File: src/rtl/keypad_pkg.sv
// keypad_pkg: shared types and constants for the 4x4 keypad scanner.
//   - FSM state codes (IDLE/SCAN/REPORT/RELEASE)
//   - scan result classification enum and its packed result struct
//   - classify_scan(): reduces a full-scan accumulator to NONE/SINGLE/MULTI
package keypad_pkg;

    localparam int ROWS  = 4;
    localparam int COLS  = 4;
    localparam int KEY_W = 4;

    // Scanner FSM state encoding.
    localparam logic [1:0] IDLE    = 2'd0;
    localparam logic [1:0] SCAN    = 2'd1;
    localparam logic [1:0] REPORT  = 2'd2;
    localparam logic [1:0] RELEASE = 2'd3;

    typedef enum logic [1:0] {
        RES_NONE,
        RES_SINGLE,
        RES_MULTI
    } scan_res_e;

    typedef struct packed {
        scan_res_e        res;
        logic [KEY_W-1:0] code;
    } scan_class_t;

    // Bit r*COLS+c of the accumulator is key (r,c), so the bit index of a
    // lone set bit is already the key code {row, col_index}.
    function automatic scan_class_t classify_scan(input logic [ROWS*COLS-1:0] acc);
        scan_class_t cls;
        logic [4:0]  n;
        n        = '0;
        cls.code = '0;
        for (int i = 0; i < ROWS*COLS; i++) begin
            if (acc[i]) begin
                n        = n + 5'd1;
                cls.code = i[KEY_W-1:0];
            end
        end
        if (n == 5'd0)      cls.res = RES_NONE;
        else if (n == 5'd1) cls.res = RES_SINGLE;
        else                cls.res = RES_MULTI;
        return cls;
    endfunction

endpackage

File: src/rtl/keypad_scanner_4x4_debounce.sv
// keypad_debounce: counts consecutive identical full-scan results.
//   clk, rst        clock, synchronous active-high reset
//   clear           synchronous clear of candidate and count (scanner idle)
//   scan_end        strobe: res/code describe a just-completed scan
//   press_mode      count matching SINGLE results (seeking a press)
//   release_mode    count NONE results (waiting for release)
//   accept          press was consumed; restart the count for release
//   res, code       classification of the completed scan
//   press_stable    this scan end completes a debounced press
//   release_stable  this scan end completes a debounced release
//   stable_code     candidate code including this scan's update
module keypad_debounce
    import keypad_pkg::*;
#(
    parameter int DEBOUNCE_SCANS = 3
) (
    input  logic             clk,
    input  logic             rst,
    input  logic             clear,
    input  logic             scan_end,
    input  logic             press_mode,
    input  logic             release_mode,
    input  logic             accept,
    input  scan_res_e        res,
    input  logic [KEY_W-1:0] code,
    output logic             press_stable,
    output logic             release_stable,
    output logic [KEY_W-1:0] stable_code
);

    localparam int CNT_W = $clog2(DEBOUNCE_SCANS + 1);
    localparam logic [CNT_W-1:0] CNT_MAX = CNT_W'(DEBOUNCE_SCANS);

    logic [KEY_W-1:0] cand, cand_next;
    logic [CNT_W-1:0] deb_cnt, cnt_next;

    // The strobes look at the updated count so the FSM can act on the same
    // edge that records the final matching scan.
    always_comb begin
        // NOTE: every output of this block gets a default first; a path that
        // leaves one unassigned would infer a latch.
        cand_next = cand;
        cnt_next  = deb_cnt;
        if (scan_end && press_mode) begin
            if (res == RES_SINGLE) begin
                if (code == cand) begin
                    cnt_next = (deb_cnt == CNT_MAX) ? deb_cnt : deb_cnt + CNT_W'(1);
                end else begin
                    cand_next = code;
                    cnt_next  = CNT_W'(1);
                end
            end else begin
                cnt_next = '0;
            end
        end else if (scan_end && release_mode) begin
            if (res == RES_NONE) begin
                cnt_next = (deb_cnt == CNT_MAX) ? deb_cnt : deb_cnt + CNT_W'(1);
            end else begin
                cnt_next = '0;
            end
        end
        press_stable   = scan_end && press_mode   && (cnt_next == CNT_MAX);
        release_stable = scan_end && release_mode && (cnt_next == CNT_MAX);
        stable_code    = cand_next;
    end

    always_ff @(posedge clk) begin
        if (rst || clear) begin
            cand    <= '0;
            deb_cnt <= '0;
        end else if (release_stable) begin
            // Fresh start for the next press: a held key must re-qualify.
            cand    <= '0;
            deb_cnt <= '0;
        end else if (accept) begin
            deb_cnt <= '0;
        end else begin
            cand    <= cand_next;
            deb_cnt <= cnt_next;
        end
    end

endmodule

File: src/rtl/keypad_scanner_4x4.sv
// keypad_scanner_4x4: row scanner, column sampler and key reporter for a
// 4x4 matrix keypad driven through an external 2-to-4 row decoder.
//   clk        rising-edge clock
//   rst        synchronous active-high reset
//   en         scan enable; low returns to IDLE and drops any pending key
//   col[3:0]   asynchronous column lines (high = pressed in selected row)
//   row_sel    row code to the decoder, dwells DWELL_CYCLES per row
//   key_ready  consumer accepts key_code
//   key_valid  key_code holds a debounced press
//   key_code   {row[1:0], col_index[1:0]}
//   key_multi  one-cycle pulse after a scan that saw two or more keys
module keypad_scanner_4x4
    import keypad_pkg::*;
#(
    parameter int DWELL_CYCLES   = 8,
    parameter int DEBOUNCE_SCANS = 3
) (
    input  logic             clk,
    input  logic             rst,
    input  logic             en,
    input  logic [COLS-1:0]  col,
    output logic [1:0]       row_sel,
    input  logic             key_ready,
    output logic             key_valid,
    output logic [KEY_W-1:0] key_code,
    output logic             key_multi
);

    localparam int DW_W = $clog2(DWELL_CYCLES);
    localparam logic [DW_W-1:0] DWELL_LAST = DW_W'(DWELL_CYCLES - 1);

    logic [COLS-1:0]      col_m, col_s;
    logic [1:0]           state;
    logic [DW_W-1:0]      dwell_cnt;
    logic [ROWS*COLS-1:0] scan_acc, acc_fold;
    logic                 sample, scan_end;
    scan_class_t          cls;
    logic                 press_stable, release_stable, accept;
    logic [KEY_W-1:0]     stable_code;

    // Two-flop synchronizer; only col_s is used downstream.
    always_ff @(posedge clk) begin
        // NOTE: sequential state uses non-blocking assignments so every flop
        // samples pre-edge values regardless of statement order.
        if (rst) begin
            col_m <= '0;
            col_s <= '0;
        end else begin
            col_m <= col;
            col_s <= col_m;
        end
    end

    assign sample   = (state != IDLE) && (dwell_cnt == DWELL_LAST);
    assign scan_end = en && sample && (row_sel == 2'd3);
    // The scan-end classification includes the row being sampled right now.
    assign acc_fold = scan_acc | ((ROWS*COLS)'(col_s) << {row_sel, 2'b00});
    assign cls      = classify_scan(acc_fold);
    assign accept   = (state == REPORT) && key_valid && key_ready;

    // Dwell/row counter and scan accumulator.
    always_ff @(posedge clk) begin
        if (rst || !en || state == IDLE) begin
            dwell_cnt <= '0;
            row_sel   <= '0;
            scan_acc  <= '0;
        end else if (sample) begin
            dwell_cnt <= '0;
            row_sel   <= row_sel + 2'd1;
            scan_acc  <= scan_end ? '0 : acc_fold;
        end else begin
            dwell_cnt <= dwell_cnt + DW_W'(1);
        end
    end

    always_ff @(posedge clk) begin
        if (rst || !en) key_multi <= 1'b0;
        else            key_multi <= scan_end && (cls.res == RES_MULTI);
    end

    keypad_debounce #(
        .DEBOUNCE_SCANS(DEBOUNCE_SCANS)
    ) u_debounce (
        .clk           (clk),
        .rst           (rst),
        .clear         (!en || state == IDLE),
        .scan_end      (scan_end),
        .press_mode    (state == SCAN),
        .release_mode  (state == RELEASE),
        .accept        (accept),
        .res           (cls.res),
        .code          (cls.code),
        .press_stable  (press_stable),
        .release_stable(release_stable),
        .stable_code   (stable_code)
    );

    // Scanner FSM and output handshake. key_code is only loaded on a new
    // press, so it stays stable for the whole REPORT phase.
    always_ff @(posedge clk) begin
        if (rst) begin
            state     <= IDLE;
            key_valid <= 1'b0;
            key_code  <= '0;
        end else if (!en) begin
            state     <= IDLE;
            key_valid <= 1'b0;
        end else begin
            case (state)
                IDLE: state <= SCAN;
                SCAN: begin
                    if (press_stable) begin
                        key_valid <= 1'b1;
                        key_code  <= stable_code;
                        state     <= REPORT;
                    end
                end
                REPORT: begin
                    if (accept) begin
                        key_valid <= 1'b0;
                        state     <= RELEASE;
                    end
                end
                RELEASE: begin
                    if (release_stable) state <= SCAN;
                end
                default: state <= IDLE;
            endcase
        end
    end

endmodule

File: config.mk
export PLATFORM = sky130hd
export DESIGN_NAME = keypad_scanner_4x4
export DESIGN_NICKNAME = d
export VERILOG_FILES = /design/src/rtl/keypad_pkg.sv /design/src/rtl/keypad_scanner_4x4_debounce.sv /design/src/rtl/keypad_scanner_4x4.sv
export SDC_FILE = /design/constraint.sdc
export NUM_CORES = 1
export LEC_CHECK = 0
export CAP_MARGIN = 0
export CORE_MARGIN = 4
export CORE_UTILIZATION = 40
export CTS_CLUSTER_SIZE = 20
export DETAILED_ROUTE_END_ITERATION = 10
export GPL_TIMING_DRIVEN = 0
export SYNTH_ARGS = -nofsm -noshare
export SYNTH_HDL_FRONTEND = slang
export SYNTH_SLANG_ARGS = --single-unit
File: constraint.sdc
create_clock -name clk -period 9.1 [get_ports clk]
set_clock_uncertainty 0.2 [all_clocks]
set_input_delay 1.82 -clock clk [delete_from_list [all_inputs] [get_ports clk]]
set_output_delay 1.82 -clock clk [all_outputs]
set_load 0.05 [all_outputs]
* Word level (Yosys, flattened, before mapping) *
Index checks and enable logic that the tools add are counted.
W data, S select, Z words.

word-level totals
  bits in registers = 43
  input port bits = 8

cells by class
  add/subtract/negate cells = 18
  eq/ne operators = 14
  shifts and indexed selects = 1
  muxes and demuxes = 50
  bitwise gates (word level) = 2
  reductions and logical operators = 27

operator list
  operator               count
  $add A5 B1 Y5 const B  15
  $mux W5                15
  $mux W4                17
  $mux W2                11
  $mux W16               1
  $or A16 B16 Y16        1
  $shl A4 B4 Y16         1
  $eq A2 B2 Y1 const B   6
  $logic_and A1 B1 Y1    10
  $reduce_and A3 Y1      3
  $pmux W2 S4            1
  $ne A2 B2 Y1 const B   3
  $reduce_or A2 Y1       3
  $eq A5 B1 Y1 const B   1
  $logic_not A5 Y1       1
  $add A2 B1 Y2 const B  2
  $eq A2 B1 Y1 const B   2
  $eq A4 B4 Y1           1
  $logic_not A2 Y1       2
  $logic_or A1 B1 Y1     4
  $mux W1                4
  $reduce_bool A2 Y1     2
  $add A3 B1 Y3 const B  1
  $eq A3 B3 Y1 const B   1
  other kinds (4)        4

* Longest topological paths before layout *
  depth in word-level cells = 44
  depth in mapped cells = 59
  depth with buffers taken out = 57

* Modules after synthesis *
A second synthesis with hierarchy kept.

second synthesis, totals
  cells, all modules = 486
  area, all modules = 3972.6 µm²

modules (own cells, without submodules)
  module              instances  cells an instance  area an instance (µm²)  sequential area each (µm²)
  keypad_scanner_4x4  1          428                3494.6                  740.7
  keypad_debounce     1          58                 478.0                   120.1

* Least setup slack after synthesis *
No wires, ideal clock.

  kind = flip-flop to flip-flop
  from = reg row_sel[0]
  to = reg key_valid
  arrival time = 10.093 ns
  data required time = 8.836 ns
  slack = -1.257 ns
  stages on the path, launching flop included = 57
  buffers on the path = 0
  period minus slack after synthesis = 10.357 ns
  path through = dfxtp_1 nor2_1 a21oi_1 ha_1 and2_2 a221oi_4 ha_1 o21ai_0 nand2_1 ha_1 nor2_1 nor2_1 ha_1 o21ai_0 o31ai_1 ha_1 a21oi_1 a21o_1 (+21 left out) nand2_1 o21ai_0 ha_1 o21ai_0 nand2_1 ha_1 and2_1 nor2_1 inv_1 ha_1 nand2_1 nor2_1 a32oi_1 o21ai_2 xnor2_4 nand4_4 or4_1 nand3_1

between the ends
  cells in the longest elaborated chain, start to end = 44

ends and longest elaborated chain
  item                                    line                               RTL
  start, declared                         keypad_scanner_4x4.sv:22           output logic [1:0] row_sel,
  start signal, assigned                  keypad_scanner_4x4.sv:69           row_sel <= row_sel + 2'd1;
  $shl A4 B4 Y16                          keypad_scanner_4x4.sv:57           assign acc_fold = scan_acc | ((ROWS*COLS)'(col_s) << {row_sel, 2'b00});
  $or A16 B16 Y16                         keypad_scanner_4x4.sv:57
  $mux W1                                 keypad_pkg.sv:36                   if (acc[i]) begin
  $add A5 B1 Y5                           keypad_pkg.sv:37                   n = n + 5'd1;
  $mux W5                                 keypad_pkg.sv:36
  $add A5 B1 Y5                           keypad_pkg.sv:37
  $mux W5                                 keypad_pkg.sv:36
  $add A5 B1 Y5                           keypad_pkg.sv:37
  (+28 left out)                          -
  $logic_not A2 Y1                        keypad_scanner_4x4_debounce.sv:56  if (res == RES_NONE) begin
  $mux W2                                 keypad_scanner_4x4_debounce.sv:56
  $mux W2                                 keypad_scanner_4x4_debounce.sv:55  end else if (scan_end && release_mode) begin
  $mux W2                                 keypad_scanner_4x4_debounce.sv:44  if (scan_end && press_mode) begin
  $eq A2 B2 Y1                            keypad_scanner_4x4_debounce.sv:62  press_stable = scan_end && press_mode && (cnt_next == CNT_MAX);
  $logic_and A1 B1 Y1 (*)                 keypad_scanner_4x4_debounce.sv:62
  $ne A2 B2 Y1 (no source line) (*)       -
  $reduce_and A3 Y1 (no source line) (*)  -
  end signal, assigned                    keypad_scanner_4x4.sv:103          key_valid <= 1'b0;
  end signal, assigned                    keypad_scanner_4x4.sv:107          key_valid <= 1'b0;
  end signal, assigned                    keypad_scanner_4x4.sv:113          key_valid <= 1'b1;
  end, declared                           keypad_scanner_4x4.sv:24           output logic key_valid,

Mark *: on every way between the ends. The rest lies on a longest branch, timed or not.
A chain may end at the register's enable or synchronous reset.

* Worst setup path in the final report *
  from = reg row_sel[0]
  to = reg state[0]

between the ends
  cells in the longest elaborated chain, start to end = 44

ends and longest elaborated chain
  item                                           line                                                                  RTL
  $shl A4 B4 Y16                                 keypad_scanner_4x4.sv:57
  $or A16 B16 Y16                                keypad_scanner_4x4.sv:57
  $mux W1                                        keypad_pkg.sv:36
  $add A5 B1 Y5                                  keypad_pkg.sv:37
  $mux W5                                        keypad_pkg.sv:36
  $add A5 B1 Y5                                  keypad_pkg.sv:37
  $mux W5                                        keypad_pkg.sv:36
  $add A5 B1 Y5                                  keypad_pkg.sv:37
  (+28 left out)                                 -
  $logic_not A2 Y1                               keypad_scanner_4x4_debounce.sv:56
  $mux W2                                        keypad_scanner_4x4_debounce.sv:56
  $mux W2                                        keypad_scanner_4x4_debounce.sv:55
  $mux W2                                        keypad_scanner_4x4_debounce.sv:44
  $eq A2 B2 Y1                                   keypad_scanner_4x4_debounce.sv:62, keypad_scanner_4x4_debounce.sv:63
  $logic_and A1 B1 Y1, on equally long branches  keypad_scanner_4x4_debounce.sv:63, keypad_scanner_4x4_debounce.sv:62
  $ne A2 B2 Y1 (no source line)                  -
  $reduce_and A3 Y1 (no source line) (*)         -
  end signal, assigned                           keypad_scanner_4x4.sv:102                                             state <= IDLE;
  end signal, assigned                           keypad_scanner_4x4.sv:106                                             state <= IDLE;
  end signal, assigned                           keypad_scanner_4x4.sv:110                                             IDLE: state <= SCAN;
  end, declared                                  keypad_scanner_4x4.sv:33                                              logic [1:0] state;

Marked as above.

==> impl_metrics.json <==
{
  "vdd_drop_max_mv": 0.1195,
  "crit_family": "buffers and inverters",
  "crit_start": "row_sel[0]",
  "cts_tree": "yes",
  "fin_crit_sh": 1.047,
  "dp.cells": 628,
  "sequentialPowerShare": 0.434,
  "cts_inserted_buffers": 5,
  "drc": 0,
  "seq_area_frac_synth": 0.2168,
  "crit_end": "state[0]",
  "cts-root-buf": "clkbuf_8",
  "synth_area_mm2": 0.003970,
  "p_sw_mw": 0.1367,
  "setup_viol": 14,
  "final_util": 0.5446,
  "synth.distinct_cells": 82,
  "grt_pass1_vias": 3724,
  "relSlewSlack": 0.5049,
  "worst-path-stages": 58,
  "num_vias": 3786,
  "tightestPinTransition_ns": 0.7427,
  "cap_violations": 0,
  "r2r_end": "state[0]",
  "htree_levels": 2,
  "dieArea_mm2": 0.01158,
  "syn-mean-instance-area_um2": 8.271,
  "violations": "negative setup slack",
  "drive_gt1_frac": 0.3150,
  "synth_ff_type": "dfxtp_1",
  "core_area_mm2": 0.009729,
  "path_class": "register to register",
  "drt-total-wl_um": 10670,
  "grt_setup_unrepaired": "true",
  "drt-pass1-iter-count": 4,
  "place_hpwl_um": 7043,
  "rr_startpoint": "row_sel[0]",
  "hold_ws_ns": 0.2298,
  "power_leakage_nw": 2.221,
  "gr-total-overflow": 0,
  "design_area_mm2": 0.005299,
  "p_int_mw": 0.3062,
  "post-route-min-period_ns": 9.531,
  "synthArstFlopShare": 0,
  "syn_to_final_growth_pct": 33.47,
  "switching_share": 0.3086,
  "r2r_setup_slack_ns": -0.43,
  "p_clk_frac": 0.298,
  "dpl_cell_area_mm2": 0.004360,
  "final_cell_mix": "54 x buf_4, 49 x nor2_1, 40 x dfxtp_1",
  "core.rowCount": 36,
  "crit_buf_inv": 29,
  "clock_path_buffers": 2,
  "yosysWarnings": 0,
  "grt_util_all_layers": 0.1860,
  "initial_utilization": 0.4081,
  "nNetsFinal": 595,
  "die-width_um": 107.6,
  "crit_arrival_ns": 9.58,
  "crit_slowest_cell": "a2111o_1",
  "viasPerCell": 5.424,
  "clk_pin_slew_ns": 0.09,
  "p_per_area_mw_per_mm2": 83.59,
  "end_kind": "register",
  "max_stage_delay_ns": 0.44,
  "die_y_um": 107.6,
  "finalNonFillerCells": 698,
  "hold_path_class": "register to register",
  "clk_latency_ns": 0.30,
  "outcome": "complete, but fails checks",
  "cp_max_fo": 5,
  "synth_edf_count": 0,
  "wl_per_cell_um": 15.29,
  "num_antenna_cells": 0,
  "grt_antenna_before_repair": 0,
  "cts_sinks": 43,
  "combPwrFrac": 0.268,
  "grt_first_pass_wirelength_um": 17750,
  "grt_max_degree": 17,
  "worst_setup_path_start_kind": "register",
  "place_congestion": 0.8760,
  "drt_iter0_drc": 118,
  "synth_fp_nets": 511,
  "final_max_slew_viol_count": 0,
  "clock.fmax_ghz": 0.1049,
  "reg2regPathDepth": 58,
  "cp_common_cell": "buf_4",
  "final_common_cell": "buf_4",
  "synth_seq_cells": 43,
  "worst_slack_ns": -0.4307,
  "pin_count": 16,
  "synthCells": 480,
  "finalHoldViolCount": 0,
  "port_buffers": 15,
  "postRouteAntennaNets": 0,
  "cp_data_required_time_ns": 9.15
}
==> cell type report <==
cell class | instances | area (um^2)
Multi-Input combinational cell | 402 | 3292
Sequential cell | 43 | 872.1
Clock buffer | 5 | 68.82
Fill cell | 908 | 4431
Inverter | 16 | 60.06
Tap cell | 133 | 166.4
Buffer | 19 | 150.1
Clock inverter | 3 | 26.28
Timing Repair Buffer | 77 | 663.1
==> Yosys cell counts (all sizes together) (9+ instances only) <==
cell type / number / share of area
nor2: 57 / 0.054
dfxtp: 43 / 0.22
nand2: 33 / 0.031
xnor2: 31 / 0.088
a21oi: 30 / 0.042
nor3: 30 / 0.039
o21ai: 25 / 0.033
ha: 23 / 0.072
inv: 16 / 0.015
xor2: 16 / 0.037
mux2i: 12 / 0.030
nand3: 12 / 0.015
nor2b: 12 / 0.019
clkbuf: 11 / 0.018
a21o: 9 / 0.017
a31oi: 9 / 0.014
==> cells by family (layout without fill, tap and decap cells) <==
group,after synthesis,after routing,share of synthesized area
simple gates,204,204,0.2818
compound gates,109,109,0.1888
xor+xnor,52,52,0.1557
flops,43,43,0.2168
buf+inv,35,120,0.04853
fa+ha+maj,23,23,0.07249
mux,14,14,0.03593
==> layer usage <==
metal | vias up | track usage | routed length, um
li1 | 1886 | - | -
met1 | 1819 | 0.2372 | 4950
met2 | 67 | 0.3339 | 5320
met3 | 14 | 0.01860 | 215
met4 | 0 | 0.04779 | 184
met5 | - | 0 | 0
==> what timing repair did <==
item | 4_1_cts | 5_1_grt
setup endpoints to repair | 14 | 14
hold buffers | 0 | 0
buffers inserted | 51 | 13
cloned | 1 | 0
gates resized for setup | 33 | 38
pin swaps | 32 | 43
==> power groups by stage <==
stage / combinational, mW / clock [mW] / sequential (mW)
finish: 0.119 / 0.132 / 0.192
global route: 0.129 / 0.143 / 0.193
CTS: 0.105 / 0.136 / 0.193
detailed placement: 0.0803 / 0 / 0.197
global placement: 0.0786 / 0 / 0.197
floorplan: 0.0621 / 0 / 0.197
==> per-stage QoR <==
stage	setup slack, ns	setup TNS [ns]	total power, mW
floorplan	-0.5048	-4.829	0.2595
global placement	-1.311	-16.41	0.2756
detailed placement	-1.435	-18.04	0.2774
CTS	-0.4912	-5.721	0.4341
global route	-0.9534	-11.76	0.4648
finish	-0.4307	-4.638	0.4429
==> state kept, by name, indices dropped and copies added (netlist names) <==
| name | count |
|---|---|
| scan_acc | 16 |
| u_debounce.cand | 4 |
| state | 2 |
| col_m | 4 |
| key_multi | 1 |
| key_valid | 1 |
| u_debounce.deb_cnt | 2 |
| row_sel | 2 |
| key_code | 4 |
| col_s | 4 |
| dwell_cnt | 3 |
==> worst min path at each step <==
stage                   endpoint         start  slack (ns)  depth (start not counted)
floorplan           dwell_cnt[0]  dwell_cnt[0]        0.20                          1
global placement    dwell_cnt[0]  dwell_cnt[0]        0.21                          1
detailed placement  dwell_cnt[0]  dwell_cnt[0]        0.22                          1
CTS                 dwell_cnt[0]  dwell_cnt[0]        0.23                          1
global route            col_s[0]      col_m[0]        0.26                          1
finish              dwell_cnt[0]  dwell_cnt[0]        0.23                          1
(Power assumes the default switching activity.)
==> RTL edit 1, RTL diff (config.mk and constraints unchanged) <==
`DEBOUNCE_SCANS` is set to 3 in 2 places; all go to 6.
--- a/src/rtl/keypad_scanner_4x4_debounce.sv
+++ b/src/rtl/keypad_scanner_4x4_debounce.sv
@@ -12,7 +12,7 @@
 module keypad_debounce
     import keypad_pkg::*;
 #(
-    parameter int DEBOUNCE_SCANS = 3
+    parameter int DEBOUNCE_SCANS = 6
 ) (
     input  logic             clk,
     input  logic             rst,
--- a/src/rtl/keypad_scanner_4x4.sv
+++ b/src/rtl/keypad_scanner_4x4.sv
@@ -13,7 +13,7 @@
     import keypad_pkg::*;
 #(
     parameter int DWELL_CYCLES   = 8,
-    parameter int DEBOUNCE_SCANS = 3
+    parameter int DEBOUNCE_SCANS = 6
 ) (
     input  logic             clk,
     input  logic             rst,
Function: no difference found for any inputs over 10 cycles, from zero or initial values and one cycle with rst high; that may be too few to reach the edited logic, so the function may still have changed.
==> RTL edit 1 against the unedited design <==
  * The flow still finishes with violations (negative setup slack)
  * Sequential cell count rose by 1
  * Combinational power decreased by 6%
  * Worst setup slack worse by 0.15 ns
  * Total power rose by 2.3%
  * Wire length grew 4.3%
  * Area after synthesis rose by 9.5%
  * Final area rose by 4.5%
==> RTL edit 1: results (changes against the unedited design) <==
Power and ir drop
  – Maximum vdd drop: 95.8 uV (-20%)
  – Static leakage: 2.22 nW (-0.13%)

Critical path
  – Slowest stage cell, crit path: dfxtp_4
  – Worst path max stage delay: 0.35 ns (-0.09 ns)
  – R2R depth: 52 (-10%)
  – Critical path fanouts, max: 5 (unchanged)
  – Crit path DAT: 9.67 ns (+0.09 ns)

Global route
  – Number of global-route vias before repair: 4001 (+7.4%)
  – Initial antenna violation count: 0 (unchanged)
  – First-pass GRT wire length: 19400 um (+9.1%)
  – Largest net degree at the start of global routing: 16 (-1)
  – GRT met3 Usage: 1.35% (-0.51 points)
  – Met2 Usage GRT: 31.2% (-2.2 points)
  – Total GRT Usage: 17.9% (-0.72 points)
  – Met1 Usage GRT: 24.7% (+0.94 points)

Timing
  – Setup TNS: -7.28 ns (-2.64 ns)
  – Final setup viols: 15 (+1)
  – Worst-margin pin slew: 0.979 ns (+0.236 ns)
  – Setup WS post-layout: -0.586 ns (-0.155 ns)

Placed design
  – Placed Cells: 673 (+7.2%)
  – RePlAce Congestion: 0.919 (+5.0%)
  – Port Buffers: 15 (unchanged)
  – Placed Area: 4860 sq um (+11%)
  – Post-DP HPWL: 8180 um (+16%)

Logic synthesis
  – Synth cell types: 84 (+2.4%)
  – Synth Net Count: 555 (+8.6%)
  – Commonest cells in the netlist: 45 x nor2_1, 44 x dfxtp_1, 44 x nand2_1, 30 x a21oi_1, 26 x xnor2_1
  – Ys async rst share: 0% (unchanged)
  – Syn. warnings: 0 (unchanged)
  – Mean post-synth cell area: 8.33 sq um (+0.73%)
  – Ys flop type: dfxtp_1
  – Seq/Total Area, Yosys: 20.3% (-1.4 points)
  – Area contributors post-synth: dfxtp_1 20%, ha_1 7.2%, xnor2_1 5.2%

Drt
  – DR top layer: met4
  – DRT iter0 DRCs: 178 (+51%)
  – DR pass1 iterations: 5 (+1)
  – Met3 wire length: 325 um (+51%)
  – Vias post-DR: 4076 (+7.7%)
  – M1 wire length: 5320 um (+7.5%)
  – WL met2: 5400 um (+1.5%)
  – Final WL: 11100 um (+4.3%)

Clocking
  – Reg clk slew, reported paths: 0.09 ns (about the same)
  – Clk root buf: clkbuf_8
  – TritonCTS buffer count: 5 (unchanged)
  – Worst skew pair latency: 0.30 ns (about the same)
  – Clock Path Buffers: 2 (unchanged)
  – Number of H-tree levels: 2 (unchanged)

Layout
  – Fin cells: 724 (+3.7%)
  – Number of nets in the layout: 620 (+4.2%)
  – Max FFs per register: 16 (unchanged)
  – N_diodes: 0 (unchanged)
  – Top reg by flops: scan_acc
  – Design area: 5540 sq um (+4.5%)
  – Fraction of layout cells with a size suffix above 1: 27.9% (-3.6 points)

Status
  – Outcome: finished with violations
  – Failing checks: negative setup slack

Worst hold path
  – Worst Hold Depth: 1 (unchanged)
  – Hold WC Path Type: register to register
## RTL edit 1: changes by cell type after synthesis, moves of 5 or more
| cell | before | now |
|---|---|---|
| a31o_2 | 0 | 5 |
| xor2_1 | 15 | 10 |
| nor2_1 | 57 | 45 |
| clkbuf_1 | 8 | 13 |
| a21o_1 | 8 | 3 |
| nor2b_1 | 12 | 17 |
| nand3_1 | 12 | 17 |
| and3b_1 | 0 | 5 |
| nor3_1 | 29 | 22 |
| nand2_1 | 33 | 44 |
## RTL edit 1: path summary, 6_finish.rpt
kind / start / to / slack (ns)
worst min-delay path: dwell_cnt[0]$_SDFF_PP0_ / dwell_cnt[0]$_SDFF_PP0_ / 0.23
worst max register to register: row_sel[1]$_SDFFE_PP0P_ / key_code[1]$_SDFFE_PP0P_ / -0.59
worst min register to register: dwell_cnt[0]$_SDFF_PP0_ / dwell_cnt[0]$_SDFF_PP0_ / 0.23
worst max-delay path: row_sel[1]$_SDFFE_PP0P_ / key_code[1]$_SDFFE_PP0P_ / -0.59
## RTL edit 1: where the power goes
part           internal (mW)  switching, mW  leakage [nW]
logic                 0.0546         0.0572          1.80
clock network         0.0717         0.0722        0.0565
registers              0.194        0.00273         0.358
## RTL edit 1: cells by family after synthesis
logic type / count (synthesis) / synth area share (%)
AOI/OAI and AO/OA: 126 / 21.0
muxes: 18 / 4.55
buffers and inverters: 41 / 3.91
and+or+nand+nor: 214 / 26.9
xor gates and xnor gates: 54 / 16.2
adders and majority gates: 25 / 7.19
DFF: 44 / 20.3
## RTL edit 1: what timing repair did
item                                    4_1_cts  5_1_grt
endpoints found under the setup margin       15       15
gates resized for setup                      32       21
pin swaps                                    20       33
buffers inserted                             43        7
hold buffers                                  0        0
## RTL edit 1: layout make-up
type | instances | area [sq um]
multi-input cells | 437 | 3630
well taps | 136 | 170
flip-flops and latches | 44 | 888
clock inverters | 2 | 17.5
fillers | 991 | 4930
repair buffers | 62 | 531
plain buffers | 16 | 125
inverters | 21 | 78.8
clock buffers | 6 | 93.8
## RTL edit 1: worst max-delay path, delay by kind of cell (launching register included)
kind / cells / cell delay, ns
compound gates: 15 / 2.40
fa+ha+maj: 14 / 3.48
buf+inv: 7 / 0.58
simple gates: 10 / 1.04
flops: 1 / 0.35
mux: 5 / 1.17
xor+xnor: 1 / 0.31
## RTL edit 1: per-stage QoR
stage	worst slack (ns)	hold slack [ns]	total power, mW
6_report	-0.586	0.234	0.453
5_1_grt	-1.01	0.255	0.476
4_1_cts	-0.741	0.241	0.450
3_5_place_dp	-1.48	0.224	0.289
3_3_place_gp	-1.42	0.212	0.287
2_1_floorplan	-0.677	0.204	0.269
==> RTL edit 2, RTL diff (same flow settings) <==
Made on the original files. Reset style: asynchronous (`rst`), changed in 2 clocked blocks. Comments in the files are not updated.
--- a/src/rtl/keypad_scanner_4x4.sv
+++ b/src/rtl/keypad_scanner_4x4.sv
@@ -39,7 +39,7 @@
     logic [KEY_W-1:0]     stable_code;
 
     // Two-flop synchronizer; only col_s is used downstream.
-    always_ff @(posedge clk) begin
+    always_ff @(posedge clk or posedge rst) begin
         // NOTE: sequential state uses non-blocking assignments so every flop
         // samples pre-edge values regardless of statement order.
         if (rst) begin
@@ -97,7 +97,7 @@
 
     // Scanner FSM and output handshake. key_code is only loaded on a new
     // press, so it stays stable for the whole REPORT phase.
-    always_ff @(posedge clk) begin
+    always_ff @(posedge clk or posedge rst) begin
         if (rst) begin
             state     <= IDLE;
             key_valid <= 1'b0;
Check against the original RTL: no difference found for any inputs over 10 cycles, from zero or initial values and one cycle with rst high; that may be too few to reach the edited logic, so the function may still have changed.
==> RTL edit 2 against the unedited design <==
  * The run still ends with negative setup slack left
  * Worst setup slack worse by 0.51 ns
  * Total power up 24%
  * First-iteration DRC count up 11%
  * Clock power down 6%
  * Sequential share of layout area up 2.5 points
  * Synthesized cell count down 6.0%
  * Area after synthesis down 4.2%
  * Final area down 6.3%
  * Cell count down 7.3%
  * Global-route usage down 0.80 points
  * Sequential cell count unchanged
  * Wire length down 8.4%
  * Sequential power up 6%
  * Largest power group is now combinational cells
==> RTL edit 2: results (changes against the unedited design) <==
Logic synthesis
  – Synth cell types: 76 (-7.3%)
  – Area contributors post-synth: dfxtp_1 15%, dfrtp_1 9.9%, ha_1 7.2%
  – Seq/Total Area, Yosys: 24.6% (+2.9 points)
  – Ys async rst share: 34.9% (+35 points)
  – Mean post-synth cell area: 8.44 sq um (+2.0%)
  – Commonest cells in the netlist: 45 x nor2_1, 38 x nand2_1, 28 x a21oi_1, 28 x dfxtp_1, 27 x xnor2_1

Placed design
  – Placed Cells: 594 (-5.4%)
  – Port Buffers: 14 (-1)
  – RePlAce Congestion: 0.822 (-6.1%)
  – Post-DP HPWL: 6880 um (-2.4%)
  – Post-place setup slack: -1.64 ns (-0.207 ns)

Power and ir drop
  – Maximum vdd drop: 130 uV (+8.4%)
  – Static leakage: 1.99 nW (-10%)

Layout
  – Number of nets in the layout: 547 (-8.1%)
  – Filler Cells Inserted: 852 (-6.2%)

Critical path
  – R2R depth: 53 (-8.6%)
  – Worst path max stage delay: 0.54 ns (+0.10 ns)
  – Critical path fanouts, max: 6 (+1)
  – Crit path DAT: 10.03 ns (+0.45 ns)
  – Slowest stage cell, crit path: or4_4

Timing
  – Hold slack: 0.156 ns (-0.0741 ns)
  – Final setup viols: 14 (unchanged)
  – Setup WS post-layout: -0.937 ns (-0.506 ns)

Status
  – Outcome: finished with violations
  – Failing checks: negative setup slack

Drt
  – M1 wire length: 4820 um (-2.5%)
  – WL/cell: 15.1 um (-1.2%)

Global route
  – Total GRT Usage: 17.8% (-0.80 points)
-- RTL edit 2: changes by cell type after synthesis, moves of 5 or more --
cell     change
nor3_1      -10
or4_1        +5
xor2_1       -8
dfrtp_1     +15
dfxtp_1     -15
nor2_1      -12
nor2b_1      -9
nand2_1      +5
-- RTL edit 2: logic make-up after synthesis --
logic type                 after synthesis  share of synthesized area (%)
AOI/OAI and AO/OA                      114                           20.7
xor gates and xnor gates                51                           16.5
adders and majority gates               22                           7.23
buffers and inverters                   34                           3.55
DFF                                     43                           24.6
muxes                                   14                           3.85
and+or+nand+nor                        173                           23.6
-- RTL edit 2: power by group --
part           total [mW]  switching [mW]  internal (mW)
logic               0.223           0.114          0.109
registers           0.203         0.00697          0.196
clock network       0.124          0.0701         0.0535
-- RTL edit 2: per-stage QoR --
stage | TNS, ns | instance area [sq um] | utilization [%]
after floorplan | -9.12 | 3940 | -
after global placement | -19.57 | 4240 | 45.9
after detailed placement | -21.13 | 4240 | 45.9
after CTS | -12.72 | 4710 | 51.0
after global routing | -17.80 | 4960 | 53.7
final | -11.99 | 4960 | 53.7
-- RTL edit 2: path summary, 6_finish.rpt --
kind	from	endpoint
min in group asynchronous	rst	key_code[3]$_DFFE_PP0P_
worst max register to register	row_sel[1]$_SDFFE_PP0P_	state[1]$_DFFE_PP0P_
max in group asynchronous	rst	col_s[3]$_DFF_PP0_
worst min register to register	col_m[1]$_DFF_PP0_	col_s[1]$_DFF_PP0_
worst min-delay path	col_m[1]$_DFF_PP0_	col_s[1]$_DFF_PP0_
worst max-delay path	row_sel[1]$_SDFFE_PP0P_	state[1]$_DFFE_PP0P_
-- RTL edit 2: worst max-delay path: cells and delay by family (launching register included) --
kind | cells | cell delay [ns]
adders and majority gates | 14 | 3.62
AOI/OAI and AO/OA | 14 | 2.15
and+or+nand+nor | 13 | 2.01
muxes | 5 | 0.95
buffers and inverters | 6 | 0.48
DFF | 1 | 0.38
xor gates and xnor gates | 1 | 0.14
-- RTL edit 2: what timing repair did --
item                       4_1_cts  5_1_grt
resized for setup               27       30
pin swaps                       25       30
gates cloned                     0        1
setup buffers                   34       16
setup endpoints to repair       14       14
-- RTL edit 2: layer usage --
| metal | vias up | track usage, % |
|---|---|---|
| met5 | - | 0 |
| met4 | 0 | 4.72 |
| met3 | 13 | 2.63 |
| met2 | 63 | 28.3 |
| met1 | 1674 | 25.3 |
| li1 | 1776 | - |
-- RTL edit 2: final cells by class --
type                    count  area [sq um]  area share (%)
plain buffers              13          82.6            1.66
clock buffers               5          68.8            1.39
clock inverters             3          20.0           0.403
inverters                  19          71.3            1.44
multi-input cells         374          3090            62.2
flip-flops and latches     43           943            19.0
well taps                 129           161            3.25
repair buffers             61           529            10.7
